### config.mk
export PLATFORM = sky130hd
export DESIGN_NAME = iob_mem_arbiter
export DESIGN_NICKNAME = d
export VERILOG_FILES = /design/src/rtl/iob_mem_arbiter.sv
export SDC_FILE = /design/constraint.sdc
export NUM_CORES = 1
export LEC_CHECK = 0
export CAP_MARGIN = 10
export CORE_AREA = 2 2 177 92
export CTS_CLUSTER_DIAMETER = 50
export DETAILED_ROUTE_END_ITERATION = 8
export DIE_AREA = 0 0 179 94
export GPL_TIMING_DRIVEN = 0
export PLACE_DENSITY = 0.81
export SLEW_MARGIN = 20
export SYNTH_ARGS = -nofsm -noshare
export SYNTH_HDL_FRONTEND = slang
export SYNTH_SLANG_ARGS = --single-unit
### constraint.sdc
create_clock -name clk -period 5.5 [get_ports clk]
set_clock_uncertainty 0.05 [all_clocks]
set_input_delay 0.55 -clock clk [delete_from_list [all_inputs] [get_ports clk]]
set_output_delay 0.55 -clock clk [all_outputs]
set_load 0.02 [all_outputs]
### src/rtl/iob_mem_arbiter.sv
// iob_mem_arbiter: two-master to one-slave memory arbiter on the IOb native bus.
// Master 0 is the instruction bus and master 1 is the data bus.
// Ties go round-robin through a 1-bit last_grant.
// Each transaction passes IDLE -> BUSY -> RESP, and every output is registered.
module iob_mem_arbiter #(
   parameter int unsigned ADDR_W = 32,
   parameter int unsigned DATA_W = 32
) (
   input  logic                  clk,
   input  logic                  rst,
   // master 0 (instruction bus)
   input  logic                  m0_valid,
   input  logic [ADDR_W-1:0]     m0_addr,
   input  logic [DATA_W-1:0]     m0_wdata,
   input  logic [DATA_W/8-1:0]   m0_wstrb,
   output logic [DATA_W-1:0]     m0_rdata,
   output logic                  m0_ready,
   // master 1 (data bus)
   input  logic                  m1_valid,
   input  logic [ADDR_W-1:0]     m1_addr,
   input  logic [DATA_W-1:0]     m1_wdata,
   input  logic [DATA_W/8-1:0]   m1_wstrb,
   output logic [DATA_W-1:0]     m1_rdata,
   output logic                  m1_ready,
   // shared memory
   output logic                  s_valid,
   output logic [ADDR_W-1:0]     s_addr,
   output logic [DATA_W-1:0]     s_wdata,
   output logic [DATA_W/8-1:0]   s_wstrb,
   input  logic [DATA_W-1:0]     s_rdata,
   input  logic                  s_ready
);

   localparam int unsigned STRB_W = DATA_W / 8;

   localparam logic [1:0] IDLE = 2'd0;
   localparam logic [1:0] BUSY = 2'd1;
   localparam logic [1:0] RESP = 2'd2;

   logic [1:0]        state_q,      state_d;
   logic              grant_q,      grant_d;
   logic              last_grant_q, last_grant_d;
   logic              s_valid_q,    s_valid_d;
   logic [ADDR_W-1:0] s_addr_q,     s_addr_d;
   logic [DATA_W-1:0] s_wdata_q,    s_wdata_d;
   logic [STRB_W-1:0] s_wstrb_q,    s_wstrb_d;
   logic              m0_ready_q,   m0_ready_d;
   logic              m1_ready_q,   m1_ready_d;
   logic [DATA_W-1:0] m0_rdata_q,   m0_rdata_d;
   logic [DATA_W-1:0] m1_rdata_q,   m1_rdata_d;
   logic              winner;

   // Next-state and next-output logic; every register holds its value unless a state acts on it
   always_comb begin
      state_d      = state_q;
      grant_d      = grant_q;
      last_grant_d = last_grant_q;
      s_valid_d    = s_valid_q;
      s_addr_d     = s_addr_q;
      s_wdata_d    = s_wdata_q;
      s_wstrb_d    = s_wstrb_q;
      m0_ready_d   = 1'b0;
      m1_ready_d   = 1'b0;
      m0_rdata_d   = m0_rdata_q;
      m1_rdata_d   = m1_rdata_q;
      winner       = 1'b0;

      case (state_q)
         IDLE: begin
            if (m0_valid || m1_valid) begin
               // On a tie the master served less recently wins; a lone requester always wins
               if (m0_valid && m1_valid) begin
                  winner = ~last_grant_q;
               end else begin
                  winner = m1_valid;
               end
               grant_d   = winner;
               s_valid_d = 1'b1;
               s_addr_d  = winner ? m1_addr  : m0_addr;
               s_wdata_d = winner ? m1_wdata : m0_wdata;
               s_wstrb_d = winner ? m1_wstrb : m0_wstrb;
               state_d   = BUSY;
            end else begin
               s_valid_d = 1'b0;
            end
         end

         BUSY: begin
            // Hold the request on s_* until memory answers; there is no timeout
            if (s_ready) begin
               if (grant_q) begin
                  m1_rdata_d = s_rdata;
                  m1_ready_d = 1'b1;
               end else begin
                  m0_rdata_d = s_rdata;
                  m0_ready_d = 1'b1;
               end
               s_valid_d    = 1'b0;
               last_grant_d = grant_q;
               state_d      = RESP;
            end
         end

         RESP: begin
            // The ready pulse is visible during this cycle; s_ready is ignored here
            state_d = IDLE;
         end

         default: begin
            s_valid_d = 1'b0;
            state_d   = IDLE;
         end
      endcase
   end

   // State and output registers, cleared asynchronously by rst
   always_ff @(posedge clk or posedge rst) begin
      if (rst) begin
         state_q      <= IDLE;
         grant_q      <= 1'b0;
         last_grant_q <= 1'b1;
         s_valid_q    <= 1'b0;
         s_addr_q     <= '0;
         s_wdata_q    <= '0;
         s_wstrb_q    <= '0;
         m0_ready_q   <= 1'b0;
         m1_ready_q   <= 1'b0;
         m0_rdata_q   <= '0;
         m1_rdata_q   <= '0;
      end else begin
         state_q      <= state_d;
         grant_q      <= grant_d;
         last_grant_q <= last_grant_d;
         s_valid_q    <= s_valid_d;
         s_addr_q     <= s_addr_d;
         s_wdata_q    <= s_wdata_d;
         s_wstrb_q    <= s_wstrb_d;
         m0_ready_q   <= m0_ready_d;
         m1_ready_q   <= m1_ready_d;
         m0_rdata_q   <= m0_rdata_d;
         m1_rdata_q   <= m1_rdata_d;
      end
   end

   assign s_valid  = s_valid_q;
   assign s_addr   = s_addr_q;
   assign s_wdata  = s_wdata_q;
   assign s_wstrb  = s_wstrb_q;
   assign m0_ready = m0_ready_q;
   assign m1_ready = m1_ready_q;
   assign m0_rdata = m0_rdata_q;
   assign m1_rdata = m1_rdata_q;

endmodule
-- After elaboration in Yosys (flattened, before gate mapping)
Index checks and enable logic that the tools add are counted.
- flip-flop bits (word level): 139
- input bits: 173
- output and inout bits: 135
- word-level logic and storage cells: 45
- eq/ne operators: 4
- muxes and demuxes: 18
- bitwise operators: 3
- reduce and logical (&&, ||, !) cells: 9
- operators with widths (operator ; count):
    32-bit two-way mux ; 2
    1-bit two-way mux ; 11
    2-bit AND reduction ; 4
    3-bit AND reduction ; 2
    2-bit two-way mux ; 2
    4-bit two-way mux ; 1
    2-bit != test (second input constant) ; 2
    2-bit case mux with 2 select lines ; 1
    1-bit NOT ; 3
    1-bit case mux with 3 select lines ; 1
    2-bit by 1-bit equality test with 1-bit output (second input constant) ; 1
    2-bit equality test (second input constant) ; 1
    2-bit logical NOT ; 1
    1-bit logical AND ; 1
    1-bit logical OR ; 1

-- Longest topological paths before layout
- word-level depth: 5
- depth in mapped cells: 6
- depth with buffers taken out: 3

-- Least setup slack after synthesis
OpenSTA, ideal clock, no wires.
- path kind: input port to flip-flop
- start: input port m1_valid
- end: register s_wdata_q[0] (netlist: s_wdata[0])
- setup time: 0.125 ns
- arrival time: 1.658 ns
- required time: 5.325 ns
- path slack: 3.666 ns
- stages: 6
- path buffers: 3
- path through: a21bo_1 > buf_6 > buf_6 > buf_6 > mux2_4 > mux2_4
- cells in the longest elaborated chain, start to end: 5
- elaborated cells on any way between the ends: 7
- those cells by class: mux (4); reduce/logical (3)
- ends and longest elaborated chain (what ; line ; text):
    from (decl) ; 19 ; input logic m1_valid,
    1-bit logical AND ; 72 ; if (m0_valid && m1_valid) begin
    1-bit two-way mux ; 72 ;
    1-bit two-way mux ; 70 ; if (m0_valid || m1_valid) begin
    1-bit two-way mux ; 68 ; case (state_q)
    32-bit two-way mux ; 80 ; s_wdata_d = winner ? m1_wdata : m0_wdata;
    to (signal assigned) ; 136 ; s_wdata_q <= s_wdata_d;
    to (decl) ; 45 ; logic [DATA_W-1:0] s_wdata_q, s_wdata_d;
Several ways; a longest one is shown, not always the timed one. The select of a mux whose other input is x is not followed.
A chain may end at the register's enable or synchronous reset.

-- Worst setup path in the final report
- start: input port m1_valid
- end: register s_wdata_q[1] (netlist: s_wdata[1])
Same word-level chain as after synthesis.

==> summary.md <==
| Metric | Value |
|---|---|
| Status | `finished, final reports clean` |
| Vias post-DR | `4317` |
| Routed len/inst | `18.4 microns` |
| Antenna Nets Post-Route | `0` |
| Fin nets | `878` |
| Port-buffer cells | `307` |
| RSZ-0062 raised after global routing | `false` |
| PwrDens | `586 mW/mm^2` |
| Worst min path class | `reg -> reg` |
| Crit path DAT | `2.30 ns` |
| Fin Setup TNS | `0 ns` |
| Total Routing Usage GR | `0.204` |
| Total power | `5910 uW` |
| Starting density of the core | `0.406` |
| Num CTS Buffers | `17` |
| Synth Instances | `378` |
| Setup violators final | `0` |
| WS Path Type | `in -> reg` |
| Max Clk Rate | `0.483 GHz` |
| Internal power | `3830 uW` |
| Die span in x | `179 microns` |
| Max_slew headroom | `0.602` |
| Setup bufs post-CTS | `0` |
| Gpl congestion | `0.751` |
| FILL cells | `1136` |
| Setup ws final | `3.43 ns` |
| Clock Root Buffer | `clkbuf_16` |
| Endpoint type of the worst setup path | `flip-flop` |
| Hold Path Sink | `s_valid$_DFFE_PP0P_` |
| Final HPWL DP | `13000 microns` |
| Max Cap Violations | `0` |
| Final min period | `2.07 ns` |
| Post-synth cell types | `18` |
| P_sw | `2080 uW` |
| Die Ht | `94 microns` |
| Max clock buf depth | `2` |
| 1st-iter DRT viols | `168` |
| Seq/Total Area, Yosys | `0.564` |
| Grt ovf | `0` |
| Switching Share | `0.353` |
| Part of the power in registers | `0.308` |
| Worst-margin pin slew | `0.594 ns` |
| Top Ports | `308` |
| Final WL | `16900 microns` |
| Reg2reg setup slack | `3.63 ns` |
| Critical path origin | `m1_valid` |
| Worst Reg-to-Reg Cells | `6` |
| First-pass GRT wire length | `25900 microns` |
| Layout cells sized above 1 | `0.358` |
| Pin count of the biggest net entering global routing | `76` |
| Final Util | `0.664` |
| Hold Vio Cnt, Final | `0` |
| Dpl ws | `2.97 ns` |
| Max VDD drop | `0.272 mV` |
| Syn-to-layout area delta | `63.6%` |
| Resized cells post-CTS | `0` |
| Total core area | `0.0152 sq mm` |
| Crit path required time | `5.73 ns` |
| Worst reg2reg startpoint | `last_grant_q$_DFFE_PP1P_` |
| Syn Nets | `551` |
| Std cell rows | `32` |
| Die ar. | `0.0168 sq mm` |
| Diodes inserted | `0` |
| Leak | `0.00425 uW` |
| H-tree depth | `4` |
| CP startpoint kind | `input pin` |
| Crit Path Max Fanout | `10` |
| Synthesized flop and latch total | `139` |
| Clock Pin Slew Worst Setup and Hold Paths | `0.06 ns` |
| Hold wc startpoint | `s_valid$_DFFE_PP0P_` |
| Hold-fix buffers, CTS | `0` |
| Clock sink count | `139` |
| Initial antenna violation count | `0` |
| Drt first pass iters | `4` |
| CTS tree | `built` |
| Ys Warns | `0` |
| Drt via density | `4.68` |
| Mapped Area | `0.00616 sq mm` |
| Syn Area/Cell | `16.3 sq um` |
| Combinational fraction of design power | `0.509` |
| Max-slew violations | `0` |
| Final Cycle Share | `0.377` |
| DR DRC count | `0` |
| Clk_lat worst skew | `0.40 ns` |
| R2R Path End | `s_wdata[1]$_DFFE_PP0P_` |
| Clk pwr share | `0.183` |
| Hold depth | `1` |
| WHS | `0.433 ns` |
| Vias in the first global route | `4818` |
-- sequential cells by signal (all words and copies together) (netlist names) --
signal,count
m1_ready,1
m0_ready,1
m0_rdata,32
m1_rdata,32
grant_q,1
state_q,2
last_grant_q,1
s_valid,1
s_addr,32
s_wdata,32
s_wstrb,4
-- final cells by class --
cell class                 instances  area [sq um]  share of cell area
sequential                       139          3480               0.345
timing repair buffer             308          3100               0.307
multi-input combinational        213          2520               0.250
clock buffer                      18           429              0.0426
tap                              204           255              0.0253
buffer                            23           158              0.0156
clock inverter                    14           126              0.0125
inverter                           3          18.8             0.00186
-- worst max-delay path, cell delays in order --
cell	delay [ns]
clkdlybuf4s50_1	0.49
nor2_1	0.06
nor3_2	0.45
buf_2	0.41
mux2_4	0.33
-- power by group through the flow --
stage | Clock (uW) | Sequential, uW | Combinational (uW)
after floorplan | 0 | 2440 | 1000
after global placement | 0 | 1800 | 3000
after detailed placement | 0 | 1830 | 3040
after CTS | 1100 | 1820 | 3050
after global routing | 1160 | 1890 | 3160
final | 1080 | 1820 | 3010
-- logic make-up after synthesis --
kind of cell / Yosys count / synth area share
multiplexers: 202 / 0.397
AND/OR/NAND/NOR: 8 / 0.00751
flip-flops: 139 / 0.564
buffers and inverters: 26 / 0.0274
AO/OA/AOI/OAI: 3 / 0.00406
-- cells in the final DEF (no fill, tap or decap), drive strengths merged, types with 2 or more instances in the layout --
cell type,Yosys,final
clkdlybuf4s50,0,307
clkinv,0,3
mux2i,2,2
clkinvlp,0,3
dfrtp,138,138
mux2,200,200
inv,3,11
nor2,3,3
buf,22,23
clkbuf,1,19
-- worst max path at each step --
| stage | end | cells past startpoint |
|---|---|---|
| after floorplan | grant_q$_DFFE_PP0P_ | 1 |
| after global placement | s_addr[15]$_DFFE_PP0P_ | 2 |
| after detailed placement | s_addr[12]$_DFFE_PP0P_ | 5 |
| after CTS | s_wdata[1]$_DFFE_PP0P_ | 5 |
| after global routing | s_wdata[8]$_DFFE_PP0P_ | 5 |
| final | s_wdata[1]$_DFFE_PP0P_ | 5 |
-- cell usage after synthesis (all sizes together) --
cell type	instances	area share
and2	1	0.0010
mux2	200	0.39
buf	22	0.025
dfstp	1	0.0043
nor3	1	0.0016
and3b	1	0.0014
nor2	3	0.0018
nand2	1	0.00061
o21bai	1	0.0012
clkbuf	1	0.00061
mux2i	2	0.0032
nand2b	1	0.0010
inv	3	0.0018
a21bo	1	0.0016
a21o	1	0.0012
dfrtp	138	0.56
-- metrics by stage --
step,instances,instance area (sq um)
4_1_cts,922,10100
3_3_place_gp,889,9490
2_1_floorplan,378,6160
3_5_place_dp,890,9530
6_report,922,10100
5_1_grt,922,10100
-- layer usage --
layer	share of wire	GRT usage
met1	0.38	0.231
met2	0.56	0.385
met3	0.040	0.0368
met4	0.022	0.0752
met5	0	0
Power figures use the tool's default switching activity.
